<file path="src/rtl/output_post_data_module.sv">
// Ping-pong frame buffer that accepts wide parallel frames and serialises them
// byte by byte, optionally dropping a number of leading and trailing bytes.
// Two banks let the next frame be loaded while the current one drains, so
// back-to-back frames stream out with no idle cycle between them.
module output_post_data_module #(
    parameter int unsigned NUM_BYTES = 34,
    parameter int unsigned DW        = 8
) (
    input  logic                      dout_clk,
    input  logic                      rst,
    input  logic                      en,
    input  logic [0:NUM_BYTES*DW-1]   parallel_data,
    input  logic                      i_parallel_vld,
    output logic                      o_parallel_rdy,
    input  logic [5:0]                i_strip_head,
    input  logic [5:0]                i_strip_tail,
    output logic [DW-1:0]             o_data_dout,
    output logic                      o_data_dout_vld,
    input  logic                      i_data_dout_rdy,
    output logic                      o_frame_last,
    output logic                      o_busy
);

    localparam int unsigned FW = NUM_BYTES * DW;
    // Wide enough for head + tail (each up to 63) and for any byte index.
    localparam int unsigned IW = $clog2(NUM_BYTES + 64);

    typedef enum logic [0:0] {StIdle, StSend} state_t;

    state_t          state, state_next;
    logic [0:FW-1]   bank0, bank1;
    logic [1:0]      full, full_next;
    logic            wr_sel, rd_sel, rd_sel_next;
    logic            in_reset;
    logic            empty, empty_next;
    logic [IW-1:0]   idx, idx_next;
    logic [IW-1:0]   end_idx, end_idx_next;
    logic [IW-1:0]   head_ext, tail_ext;
    logic            wr_fire, release_bank, load_frame;
    logic [0:FW-1]   rd_bank;
    logic [DW-1:0]   rd_byte;

    assign head_ext = IW'(i_strip_head);
    assign tail_ext = IW'(i_strip_tail);

    // in_reset keeps the input side closed for the cycle(s) rst is applied.
    assign o_parallel_rdy = en & ~in_reset & ~full[wr_sel];
    assign wr_fire        = i_parallel_vld & o_parallel_rdy;
    assign o_busy         = full[0] | full[1];

    // Select the byte at idx from the bank currently being drained.
    always_comb begin
        rd_bank = rd_sel ? bank1 : bank0;
        rd_byte = '0;
        for (int unsigned b = 0; b < NUM_BYTES; b++) begin
            if (idx == IW'(b)) begin
                rd_byte = rd_bank[b*DW +: DW];
            end
        end
    end

    // Next-state logic for the serialiser FSM, bank flags and outputs.
    always_comb begin
        state_next      = state;
        idx_next        = idx;
        end_idx_next    = end_idx;
        empty_next      = empty;
        rd_sel_next     = rd_sel;
        release_bank    = 1'b0;
        load_frame      = 1'b0;
        o_data_dout_vld = 1'b0;
        o_data_dout     = '0;
        o_frame_last    = 1'b0;

        unique case (state)
            StIdle: begin
                if (en && full[rd_sel]) begin
                    load_frame = 1'b1;
                end
            end
            StSend: begin
                o_data_dout_vld = en & ~empty;
                o_data_dout     = empty ? '0 : rd_byte;
                o_frame_last    = ~empty & (idx == end_idx);
                if (en) begin
                    // A fully stripped frame is released without emitting anything.
                    if (empty || (i_data_dout_rdy && idx == end_idx)) begin
                        release_bank = 1'b1;
                    end else if (i_data_dout_rdy) begin
                        idx_next = idx + 1'b1;
                    end
                end
            end
            default: begin
                state_next = StIdle;
            end
        endcase

        // Chain straight into the other bank when it is already full.
        if (release_bank) begin
            rd_sel_next = ~rd_sel;
            if (full[~rd_sel]) begin
                load_frame = 1'b1;
            end else begin
                state_next = StIdle;
            end
        end

        // Strip values are captured at the start of every frame.
        if (load_frame) begin
            state_next   = StSend;
            idx_next     = head_ext;
            end_idx_next = IW'(NUM_BYTES - 1) - tail_ext;
            empty_next   = (head_ext + tail_ext) >= IW'(NUM_BYTES);
        end

        // Release and write always target different banks, so both can apply.
        full_next = full;
        if (release_bank) begin
            full_next[rd_sel] = 1'b0;
        end
        if (wr_fire) begin
            full_next[wr_sel] = 1'b1;
        end
    end

    // Control state register with synchronous reset.
    always_ff @(posedge dout_clk) begin
        if (rst) begin
            state    <= StIdle;
            full     <= 2'b00;
            wr_sel   <= 1'b0;
            rd_sel   <= 1'b0;
            idx      <= '0;
            end_idx  <= '0;
            empty    <= 1'b0;
            in_reset <= 1'b1;
        end else begin
            state    <= state_next;
            full     <= full_next;
            rd_sel   <= rd_sel_next;
            idx      <= idx_next;
            end_idx  <= end_idx_next;
            empty    <= empty_next;
            in_reset <= 1'b0;
            if (wr_fire) begin
                wr_sel <= ~wr_sel;
            end
        end
    end

    // Bank data needs no reset; the full flags decide whether it is meaningful.
    always_ff @(posedge dout_clk) begin
        if (wr_fire) begin
            if (wr_sel) begin
                bank1 <= parallel_data;
            end else begin
                bank0 <= parallel_data;
            end
        end
    end

endmodule
</file>
<file path="config.mk">
export PLATFORM = sky130hd
export DESIGN_NAME = output_post_data_module
export DESIGN_NICKNAME = d
export VERILOG_FILES = /design/src/rtl/output_post_data_module.sv
export SDC_FILE = /design/constraint.sdc
export NUM_CORES = 1
export LEC_CHECK = 0
export BUFFER_PORTS_ARGS = -buffer_cell sky130_fd_sc_hd__buf_2
export CAP_MARGIN = 25
export CORE_MARGIN = 1.5
export CORE_UTILIZATION = 30
export CTS_CLUSTER_DIAMETER = 100
export DETAILED_ROUTE_END_ITERATION = 8
export PLACE_DENSITY = 0.58
export SETUP_SLACK_MARGIN = 0.15
export SYNTH_ARGS = -nofsm -noshare
export SYNTH_HDL_FRONTEND = slang
export SYNTH_SLANG_ARGS = --single-unit
</file>
<file path="constraint.sdc">
create_clock -name dout_clk -period 10.1 [get_ports dout_clk]
set_clock_uncertainty 0.05 [all_clocks]
set_input_delay 0.505 -clock dout_clk [delete_from_list [all_inputs] [get_ports dout_clk]]
set_output_delay 0.505 -clock dout_clk [all_outputs]
set_load 0.02 [all_outputs]
</file>
==> Word-level counts from Yosys, hierarchy flattened <==
Index checks and enable logic that the tools add are counted.
{ "totals": {"output_inout_bits": 12, "ff_bits": 565, "wordCells": 154} }
{ "classes": {"bitwise": 15, "reduce_logical": 16, "n_mux": 67, "add_sub_neg": 3, "magnitude_cmp": 6, "n_eq_ne": 36} }
{ "op_table": {"columns": ["operator", "n"], "rows": [
  ["$mux 8", 36],
  ["$mux 272", 1],
  ["$eq 7x5->1 const B", 16],
  ["$eq 7x4->1 const B", 8],
  ["$mux 6", 5],
  ["$eq 7x3->1 const B", 4],
  ["$mux 1", 21],
  ["$eq 7x2->1 const B", 2],
  ["$eq 7x6->1 const B", 2],
  ["$reduce_and 4->1", 2],
  ["$reduce_bool 2->1", 4],
  ["$add 6x6->7", 1],
  ["$add 7x1->7 const B", 1],
  ["$eq 7x1->1 const B", 1],
  ["$eq 7x7->1", 1],
  ["$ge 7x6->1 const B", 1],
  ["$logic_not 7->1", 1],
  ["$sub 6x6->7 const A", 1],
  ["$lt 1x2->1 const B", 3],
  ["$not 1->1", 6],
  ["$reduce_and 2->1", 3],
  ["$and 1x1->1", 5],
  ["$logic_and 1x1->1", 4],
  ["$mux 2", 2],
  ["other kinds (9)", 12]
]} }

==> Depth between registers and ports, before layout <==
Gate-level depths: netlist of run 1.
{ "depth": {"ltp_word": 37, "mapped_depth": 12, "ltp_nobuf": 9} }

==> Worst setup path before layout of run 1 <==
OpenSTA, ideal clock, no wires.
{ "synth_path": {"path_kind": "register to register", "from": "reg wr_sel", "to": "reg bank0[0] (netlist bit) (enable)", "setup_slack_ns": 2.567, "arrival_ns": 6.862, "synth_period_minus_slack_ns": 7.533, "n_path_buf": 0, "path_stages_with_launch": 5, "path_cell_list": "dfxtp_1 > mux2_2 > nor3b_1 > nand3_1 > inv_1"} }
{ "synth_between": {"elab_chain_len": 6, "elab_cells_between_ends": 7, "classes_between": "mux: 2; bitwise: 4; reduce/logical: 1"} }
{ "synth_rtl": {"columns": ["element", "line", "source"], "rows": [
  ["start: declaration", "33", "logic wr_sel, rd_sel, rd_sel_next;"],
  ["start signal: assignment", "147", "wr_sel <= ~wr_sel;"],
  ["$mux 1 (implied by the code) (2 in series)", "47", "assign o_parallel_rdy = en & ~in_reset & ~full[wr_sel];"],
  ["$not 1->1", "47", null],
  ["$and 1x1->1", "47", null],
  ["via o_parallel_rdy", "14", "output logic o_parallel_rdy,"],
  ["$and 1x1->1", "48", "assign wr_fire = i_parallel_vld & o_parallel_rdy;"],
  ["$reduce_and 2->1 (no source line)", null, null],
  ["end signal: assignment", "158", "bank0 <= parallel_data;"],
  ["end: declaration", "31", "logic [0:FW-1] bank0, bank1;"]
]} }
The timed path passes the listed nets, and every way through them passes these cells. The select of a mux whose other input is x is not followed.
A chain may end at the register's enable or synchronous reset.

==> Worst setup path in the final report of run 1 <==
{ "layout_path": {"from": "reg idx[0]", "to": "out o_data_dout[7]"} }
{ "layout_between": {"elab_chain_len": 37, "elab_cells_between_ends": 70, "classes_between": "eq/ne: 33; mux: 36; reduce/logical: 1"} }
{ "layout_rtl": {"columns": ["element", "line", "source"], "rows": [
  ["start: declaration", "36", "logic [IW-1:0] idx, idx_next;"],
  ["start signal: assignment", "142", "idx <= idx_next;"],
  ["$logic_not 7->1", "56", "if (idx == IW'(b)) begin"],
  ["$mux 8 (33 in series)", "56", null],
  ["$mux 8 *", "56", null],
  ["$mux 8 *", "83", "o_data_dout = empty ? '0 : rd_byte;"],
  ["$mux 8 *", "75", "unique case (state)"],
  ["end: declaration", "17", "output logic [DW-1:0] o_data_dout,"]
]} }
Mark *: on every way between the ends. The rest lies on a longest branch, timed or not.

==> results of run 1 <==
## how the worst min path moves through the flow
| stage | start | to | slack [ps] |
|---|---|---|---|
| detailed placement | end_idx[6] | end_idx[6] | 420 |
| finish | parallel_data[89] | bank1[89] | 30 |
| global route | parallel_data[72] | bank0[72] | 7 |
| floorplan | end_idx[6] | end_idx[6] | 390 |
| CTS | parallel_data[89] | bank1[89] | 0.2 |
| global placement | end_idx[6] | end_idx[6] | 430 |
## cell families (layout without fill, tap and decap cells)
logic type | count (synthesis) | count (layout) | synth area share [%]
and+or+nand+nor | 272 | 272 | 5.87
AOI/OAI and AO/OA | 312 | 312 | 8.92
muxes | 266 | 266 | 11.5
DFF | 565 | 565 | 70.7
other | 0 | 7 | 0
buffers and inverters | 86 | 456 | 1.68
adders and majority gates | 12 | 12 | 0.665
xor gates and xnor gates | 18 | 18 | 0.665
## area by class of cell
cell class	count	area (um^2)	share of cell area, %
clock buffer	64	1410	4.99
antenna	7	17.5	0.0619
clock inverter	33	219	0.774
inverter	15	71.3	0.252
sequential	565	16800	59.3
timing repair buffer	344	1920	6.78
tap	1040	1300	4.60
multi-input combinational	880	6590	23.3
## through the flow
stage / cell area, um^2 / hold slack (ps) / setup slack (ps) / std cells
after floorplan: 23700 / 394 / 2570 / 1531
after global routing: 28300 / 7.19 / 4320 / 2943
final: 28300 / 28.2 / 4580 / 2948
after detailed placement: 26400 / 425 / 5160 / 2818
after global placement: 26400 / 427 / 5120 / 2818
after CTS: 28300 / 0.196 / 4500 / 2940
## routing by layer
metal | share of wire [%] | wire length, um
met5 | 0.19 | 142
met4 | 3.3 | 2450
met3 | 7.8 | 5790
met2 | 46 | 34600
met1 | 42 | 31700
## state kept, by name (all words and copies together) (netlist names)
register,count
bank0,272
rd_sel,1
bank1,272
in_reset,1
end_idx,7
empty,1
full,2
idx,7
state,1
wr_sel,1
## power breakdown
part | switching, mW | leakage, nW | internal, mW
logic | 0.224 | 3.27 | 0.125
registers | 0.0156 | 5.11 | 2.62
clock network | 0.864 | 0.802 | 1.04
total | 1.10 | 9.18 | 3.79
## layout by cell type, fill, tap and decap left out, types with 36 or more instances in the layout
| cell type | count |
|---|---|
| sky130_fd_sc_hd__edfxtp_1 | 544 |
| sky130_fd_sc_hd__clkbuf_16 | 55 |
| sky130_fd_sc_hd__nor2_1 | 54 |
| sky130_fd_sc_hd__mux2_2 | 60 |
| sky130_fd_sc_hd__buf_2 | 300 |
| sky130_fd_sc_hd__o21ai_0 | 57 |
| sky130_fd_sc_hd__nand2_1 | 78 |
| sky130_fd_sc_hd__mux2i_1 | 206 |
| sky130_fd_sc_hd__a211oi_1 | 36 |
| sky130_fd_sc_hd__a21oi_1 | 74 |
## worst register-to-register path, delay by kind of cell (launching register included)
kind	cells	cell delay (ps)
simple gates	2	680
buf+inv	2	1500
mux	1	340
flops	1	370
## repair_timing
item / CTS / global route
endpoints found under the hold margin: 45 / 0
hold buffers: 25 / 0
resized for setup: 0 / 0
setup endpoints to repair: 0 / 0
==> results.txt, run 1 <==
----------------------------------------------------
[Run]
  Max-Cap Viols ... 0

[Critical path]
  Data required time of the critical path ... 9550 ps
  Critical path startpoint category ... flop
  WS Path Type ... reg -> out
  Minimum setup slack among reg-to-reg paths ... 6480 ps
  Largest incremental delay on the critical path ... 800 ps
  Crit path arrival time ... 4960 ps
  Slowest cell on the critical path ... sky130_fd_sc_hd__a2111oi_0
  Worst R2R Path Depth ... 5
  Worst Setup SP ... idx[0]
  Critical path depth in cells ... 9
  Worst setup EP type ... output pin
  Category of cells accounting for the largest share of critical-path delay ... compound AO/OA/AOI/OAI gates
  Capturing point of the worst reg2reg path ... bank1[267]
  CP bufs+invs ... 1
  Startpoint of the worst-slack reg-to-reg timing path ... wr_sel
  Critical Path Fanout Max ... 14
  Cell-by-cell listing of the critical path ... ha_1, nand2b_1, nor2_2, nor2_1, a221o_1, or3_1, a2111oi_0, o32a_1, buf_2
  Critical path endpoint ... o_data_dout[7]

[Floorplanning]
  Overall die area ... 80700 um^2
  Horizontal die dimension ... 284 um
  Row count ... 102
  Starting utilization of the core area ... 30.5%
  Number of I/O pins ... 301
  Placeable core region ... 77800 um^2
  Y dimension of the die ... 284 um

[Synthesis]
  Register bit count reported by yosys ... 565
  Syn_area_per_cell ... 15.5 um^2
  Top cells by instance count after synthesis ... sky130_fd_sc_hd__edfxtp_1 (544), sky130_fd_sc_hd__mux2i_1 (206), sky130_fd_sc_hd__nand2_1 (78)
  Register area share after synthesis ... 70.7%
  Post-synth top area cell ... sky130_fd_sc_hd__edfxtp_1
  Mapped cell area ... 23700 um^2
  Top cells by area in the synthesized netlist ... sky130_fd_sc_hd__edfxtp_1 (69%), sky130_fd_sc_hd__mux2i_1 (8.7%), sky130_fd_sc_hd__mux2_2 (2.8%)
  Count of flip-flops with a built-in enable after synthesis ... 544
  Count of mapped cells out of synthesis ... 1531
  Synth warn ... 0
  Yosys cell types ... 74
  Asr flop ratio synth ... 0%
  Top FF cell, synth ... sky130_fd_sc_hd__edfxtp_1
  Number of nets in the synthesized netlist ... 1832
  Most repeated cell in the gate-level netlist after synthesis ... sky130_fd_sc_hd__edfxtp_1
  Fraction of synthesized cell area taken by the top area cell type ... 68.9%

[Timing]
  Achievable clock frequency ... 0.181 GHz
  Hold Vio Cnt, Final ... 0
  Unrepaired setup endpoints after global routing ... no
  Number of pins exceeding their max-slew limit in the final report ... 0
  Tcrit/Tclk final ... 54.6%
  Shortest period the worst path allows ... 5520 ps
  Final setup TNS ... 0 ps
  Transition time at the pin with the least slew margin ... 1150 ps
  Final setup violation count ... 0
  Max transition margin ... 23.1%

[Clocking]
  Number of sinks driven by the clock tree ... 565
  Htree depth ... 2
  Number of buffers inserted during clock tree synthesis ... 55
  CTS tree ... yes
  Clock tree root driver cell ... sky130_fd_sc_hd__clkbuf_16
  Latest clock arrival within the worst-skew pair ... 630 ps
  CTS clk-pin slew, worst paths ... 60 ps
  Clock Tree Buf Depth ... 3
  Buffers inserted during post-CTS setup optimization ... 0

[Global route]
  Wire length of the first global-routing pass ... 106 mm
  Met1 usage in global routing ... 24.5%
  Via count of the first global-routing pass ... 15200
  Met3 Track Usage GR ... 3.81%
  GRT overflow ... 0
  Antenna violations before repair ... 27
  Maximum number of pins on one net before global-route repair ... 151
  Top Usage Layer GRT ... met2
  All-Layer GR Usage ... 18.1%
  Global-route met2 utilization ... 28.9%

[Route]
  Vias/cell ... 5.20
  DRT Pass-1 Iters ... 5
  Wire per inst ... 25.3 um
  Iteration-0 DRC count of the detailed router ... 1723
  Vias ... 15300
  Final routed DRC violation total ... 0
  Post-DRT Antenna Nets ... 0
  Sum of routed wire length over all layers ... 74.7 mm

[Placed design]
  Input/output buffers ... 300
  Post-detail-place hpwl ... 54.7 mm
  Final weighted congestion in routability-driven placement ... 0.889

[Cells and area]
  Share of the core filled with cells ... 36.3%
  Final net count ... 2162
  Fill cell instance count of the final layout ... 7419
  Signed area change from the synthesized netlist to the final layout ... 19.3%
  Fraction of layout instances using a drive strength above 1 ... 25.2%

[Min path]
  Worst hold path class ... in -> reg
  Hold depth ... 1

[Power]
  Static Leak ... 9.18 nW
  Power per cell area ... 173 nW/um^2
  Final Total Pwr ... 4.89 mW
  Worst VDD drop ... 0.112 mV

[Status]
  Run status ... completed

----------------------------------------------------
Power figures use the tool's default switching activity.
==> run 2, diff against run 1 <==
==> constraint.sdc (replaced) <==
create_clock -name dout_clk -period 5.6 [get_ports dout_clk]
set_clock_uncertainty 0.05 [all_clocks]
set_input_delay 0.28 -clock dout_clk [delete_from_list [all_inputs] [get_ports dout_clk]]
set_output_delay 0.28 -clock dout_clk [all_outputs]
set_load 0.02 [all_outputs]
==> run 2 against run 1 <==
Die area is the same. Clock-buffer cell count grew 10. Largest power group unchanged. Critical path depth shrank 2. Critical path type unchanged. Largest cell class unchanged.
==> results.txt, run 2 (same netlist as run 1, synthesis figures left out) <==
----------------------------------------------------
[Timing]
  Achievable clock frequency ... 0.197 GHz
  Number of pins exceeding their max-slew limit in the final report ... 0 (unchanged)
  Final setup violation count ... 0 (unchanged)
  Worst Hold Margin ... 79.4 ps (+51.2 ps)
  Hold Vio Cnt, Final ... 0 (unchanged)
  Shortest period the worst path allows ... 5090 ps
  Unrepaired setup endpoints after global routing ... no
  Final setup TNS ... 0 ps (unchanged)
  Fin worst setup slack ... 512 ps (-4070 ps)
  Tcrit/Tclk final ... 90.9%
  Transition time at the pin with the least slew margin ... 985 ps (-165 ps)
  Max transition margin ... 32.6% (+9.6 points)

[Clocking]
  Cts repair resizes ... 0 (unchanged)
  Htree depth ... 2 (unchanged)
  Number of sinks driven by the clock tree ... 565 (unchanged)
  Number of buffers inserted during clock tree synthesis ... 58 (+5.5%)
  CTS tree ... yes
  Buffers inserted during post-CTS setup optimization ... 0 (unchanged)
  Quantity of hold-fixing buffers added after cts ... 281 (+1000%)
  Clock tree root driver cell ... sky130_fd_sc_hd__clkbuf_16
  CTS clk-pin slew, worst paths ... 60 ps (about the same)
  Clock Tree Buf Depth ... 3 (unchanged)
  Latest clock arrival within the worst-skew pair ... 600 ps (-30 ps)

[Min path]
  Worst hold path class ... in -> reg
  Launch point of the worst hold path ... i_strip_tail[3]

[Global route]
  Maximum number of pins on one net before global-route repair ... 139 (-7.9%)
  Wire length of the first global-routing pass ... 110 mm (+3.3%)
  GRT overflow ... 0 (unchanged)
  Antenna violations before repair ... 11 (-59%)
  Via count of the first global-routing pass ... 16100 (+6.1%)
  All-Layer GR Usage ... 18.4% (+0.35 points)

[Cells and area]
  Fill cell instance count of the final layout ... 7302 (-1.6%)
  Non-filler cells, final ... 3223 (+9.3%)
  Commonest cells after routing, fill and taps aside ... sky130_fd_sc_hd__edfxtp_1 (544), sky130_fd_sc_hd__buf_2 (300), sky130_fd_sc_hd__dlygate4sd3_1 (281)
  Largest registers ranked by flip-flop count ... bank0 (272), bank1 (272)
  Share of the core filled with cells ... 40.2% (+3.9 points)
  Commonest non-fill, non-tap cell in the layout ... sky130_fd_sc_hd__edfxtp_1
  Fraction of layout instances using a drive strength above 1 ... 23.0% (-2.2 points)
  Signed area change from the synthesized netlist to the final layout ... 32.0%
  Final net count ... 2427 (+12%)

[Placed design]
  Input/output buffers ... 300 (unchanged)
  Cell count after placement ... 2825 (+0.25%)
  Post-placement setup slack ... 1320 ps (-3830 ps)
  Post-detail-place hpwl ... 55.5 mm (+1.5%)
  Final weighted congestion in routability-driven placement ... 0.947 (+6.5%)

[Power]
  Clock group share of total power ... 41.4% (+2.4 points)
  P_sw ... 2.07 mW (+88%)
  Portion of total power attributed to sequential cells ... 50.4% (-3.5 points)
  Switching Fraction ... 21.9% (-0.61 points)
  Static Leak ... 10.5 nW (+14%)
  Power per cell area ... 302 nW/um^2 (+74%)
  Worst VDD drop ... 0.232 mV (+110%)
  Relative contribution of combinational cells to total power ... 8.2% (+1.1 points)
  Int Pwr ... 7.37 mW (+95%)

[Floorplanning]
  Placeable core region ... 77800 um^2 (unchanged)
  Overall die area ... 80700 um^2 (unchanged)
  Starting utilization of the core area ... 30.5% (unchanged)
  Y dimension of the die ... 284 um (unchanged)
  Horizontal die dimension ... 284 um (unchanged)
  Row count ... 102 (unchanged)
  Number of I/O pins ... 301 (unchanged)

[Critical path]
  WS Path Type ... reg -> out
  Startpoint of the worst-slack reg-to-reg timing path ... wr_sel
  Critical path startpoint category ... flop
  Data required time of the critical path ... 5270 ps (-4280 ps)
  Crit path arrival time ... 4760 ps (-200 ps)
  Worst setup EP type ... output pin
  Critical Path Fanout Max ... 99 (+85)
  Worst Setup SP ... rd_sel

[Route]
  DRT Pass-1 Iters ... 5 (unchanged)
  Wl on met1 ... 33.7 mm (+6.4%)
  Vias/cell ... 5.06 (-2.6%)
  Wire per inst ... 23.9 um (-5.6%)
  Final routed DRC violation total ... 0 (unchanged)
  Sum of routed wire length over all layers ... 77.0 mm (+3.2%)
  Detailed-routed wire length on met2 ... 35.8 mm (+3.3%)
  Post-DRT Antenna Nets ... 0 (unchanged)
  Iteration-0 DRC count of the detailed router ... 1684 (-2.3%)
  Met3 wire length ... 5.17 mm (-11%)
  Vias ... 16300 (+6.4%)
  Max layer used ... met5

[Run]
  Max-Cap Viols ... 0 (unchanged)

[Status]
  Run status ... completed

----------------------------------------------------
run 2: cell count changes in the layout (fill, tap and decap cells not counted), moves of 2 or more:
cell / delta
sky130_fd_sc_hd__dlygate4sd3_1: +256
sky130_fd_sc_hd__buf_12: +7
sky130_fd_sc_hd__clkbuf_16: +7
sky130_fd_sc_hd__clkbuf_8: +5
sky130_fd_sc_hd__bufinv_16: +3
sky130_fd_sc_hd__clkbuf_1: -2
sky130_fd_sc_hd__clkinv_1: -2
sky130_fd_sc_hd__clkinv_4: +2
sky130_fd_sc_hd__inv_4: +2
sky130_fd_sc_hd__inv_6: -2
sky130_fd_sc_hd__inv_8: -2
run 2: power by group through the flow:
stage               combinational (mW)  sequential, mW  clock, mW
finish                           0.774            4.76       3.91
global route                     0.814            4.76       4.15
CTS                              0.767            4.76       3.98
detailed placement               0.597            4.85          0
global placement                 0.586            4.84          0
floorplan                        0.282            4.85          0
run 2: area by class of cell:
class / count / area [um^2] / share of cell area [%]
Antenna cell: 8 / 20.0 / 0.0640
Sequential cell: 565 / 16800 / 53.6
Inverter: 15 / 63.8 / 0.204
Tap cell: 1040 / 1300 / 4.16
Clock inverter: 35 / 304 / 0.972
Multi-Input combinational cell: 880 / 6590 / 21.0
Timing Repair Buffer: 606 / 4610 / 14.7
Clock buffer: 74 / 1650 / 5.26
run 2: per-stage QoR:
stage	area, um^2	total power [mW]
after floorplan	23700	5.13
after global placement	26500	5.43
after detailed placement	26500	5.44
after CTS	31300	9.51
after global routing	31300	9.72
final	31300	9.45
run 2: final timing paths:
| check | end | slack (ps) | cells past startpoint |
|---|---|---|---|
| max | o_data_dout[1] | 510 | 7 |
| min | end_idx[3] | 80 | 4 |
| min reg2reg | end_idx[6] | 430 | 2 |
| max reg2reg | bank0[107] | 2880 | 5 |
run 2: metal layers:
metal / vias to the layer above / GRT usage [%]
met2: 716 / 29.3
met4: 4 / 5.78
li1: 7338 / -
met1: 8142 / 25.6
met5: - / 0
met3: 121 / 3.15
run 2: critical path, cell delays in order (launching register included):
cell and delay (ps):
sky130_fd_sc_hd__dfxtp_4 960, sky130_fd_sc_hd__buf_12 480, sky130_fd_sc_hd__mux2i_1 690, sky130_fd_sc_hd__a41oi_1 410
sky130_fd_sc_hd__and4b_1 380, sky130_fd_sc_hd__a221oi_1 320, sky130_fd_sc_hd__o21ai_0 300, sky130_fd_sc_hd__buf_2 260
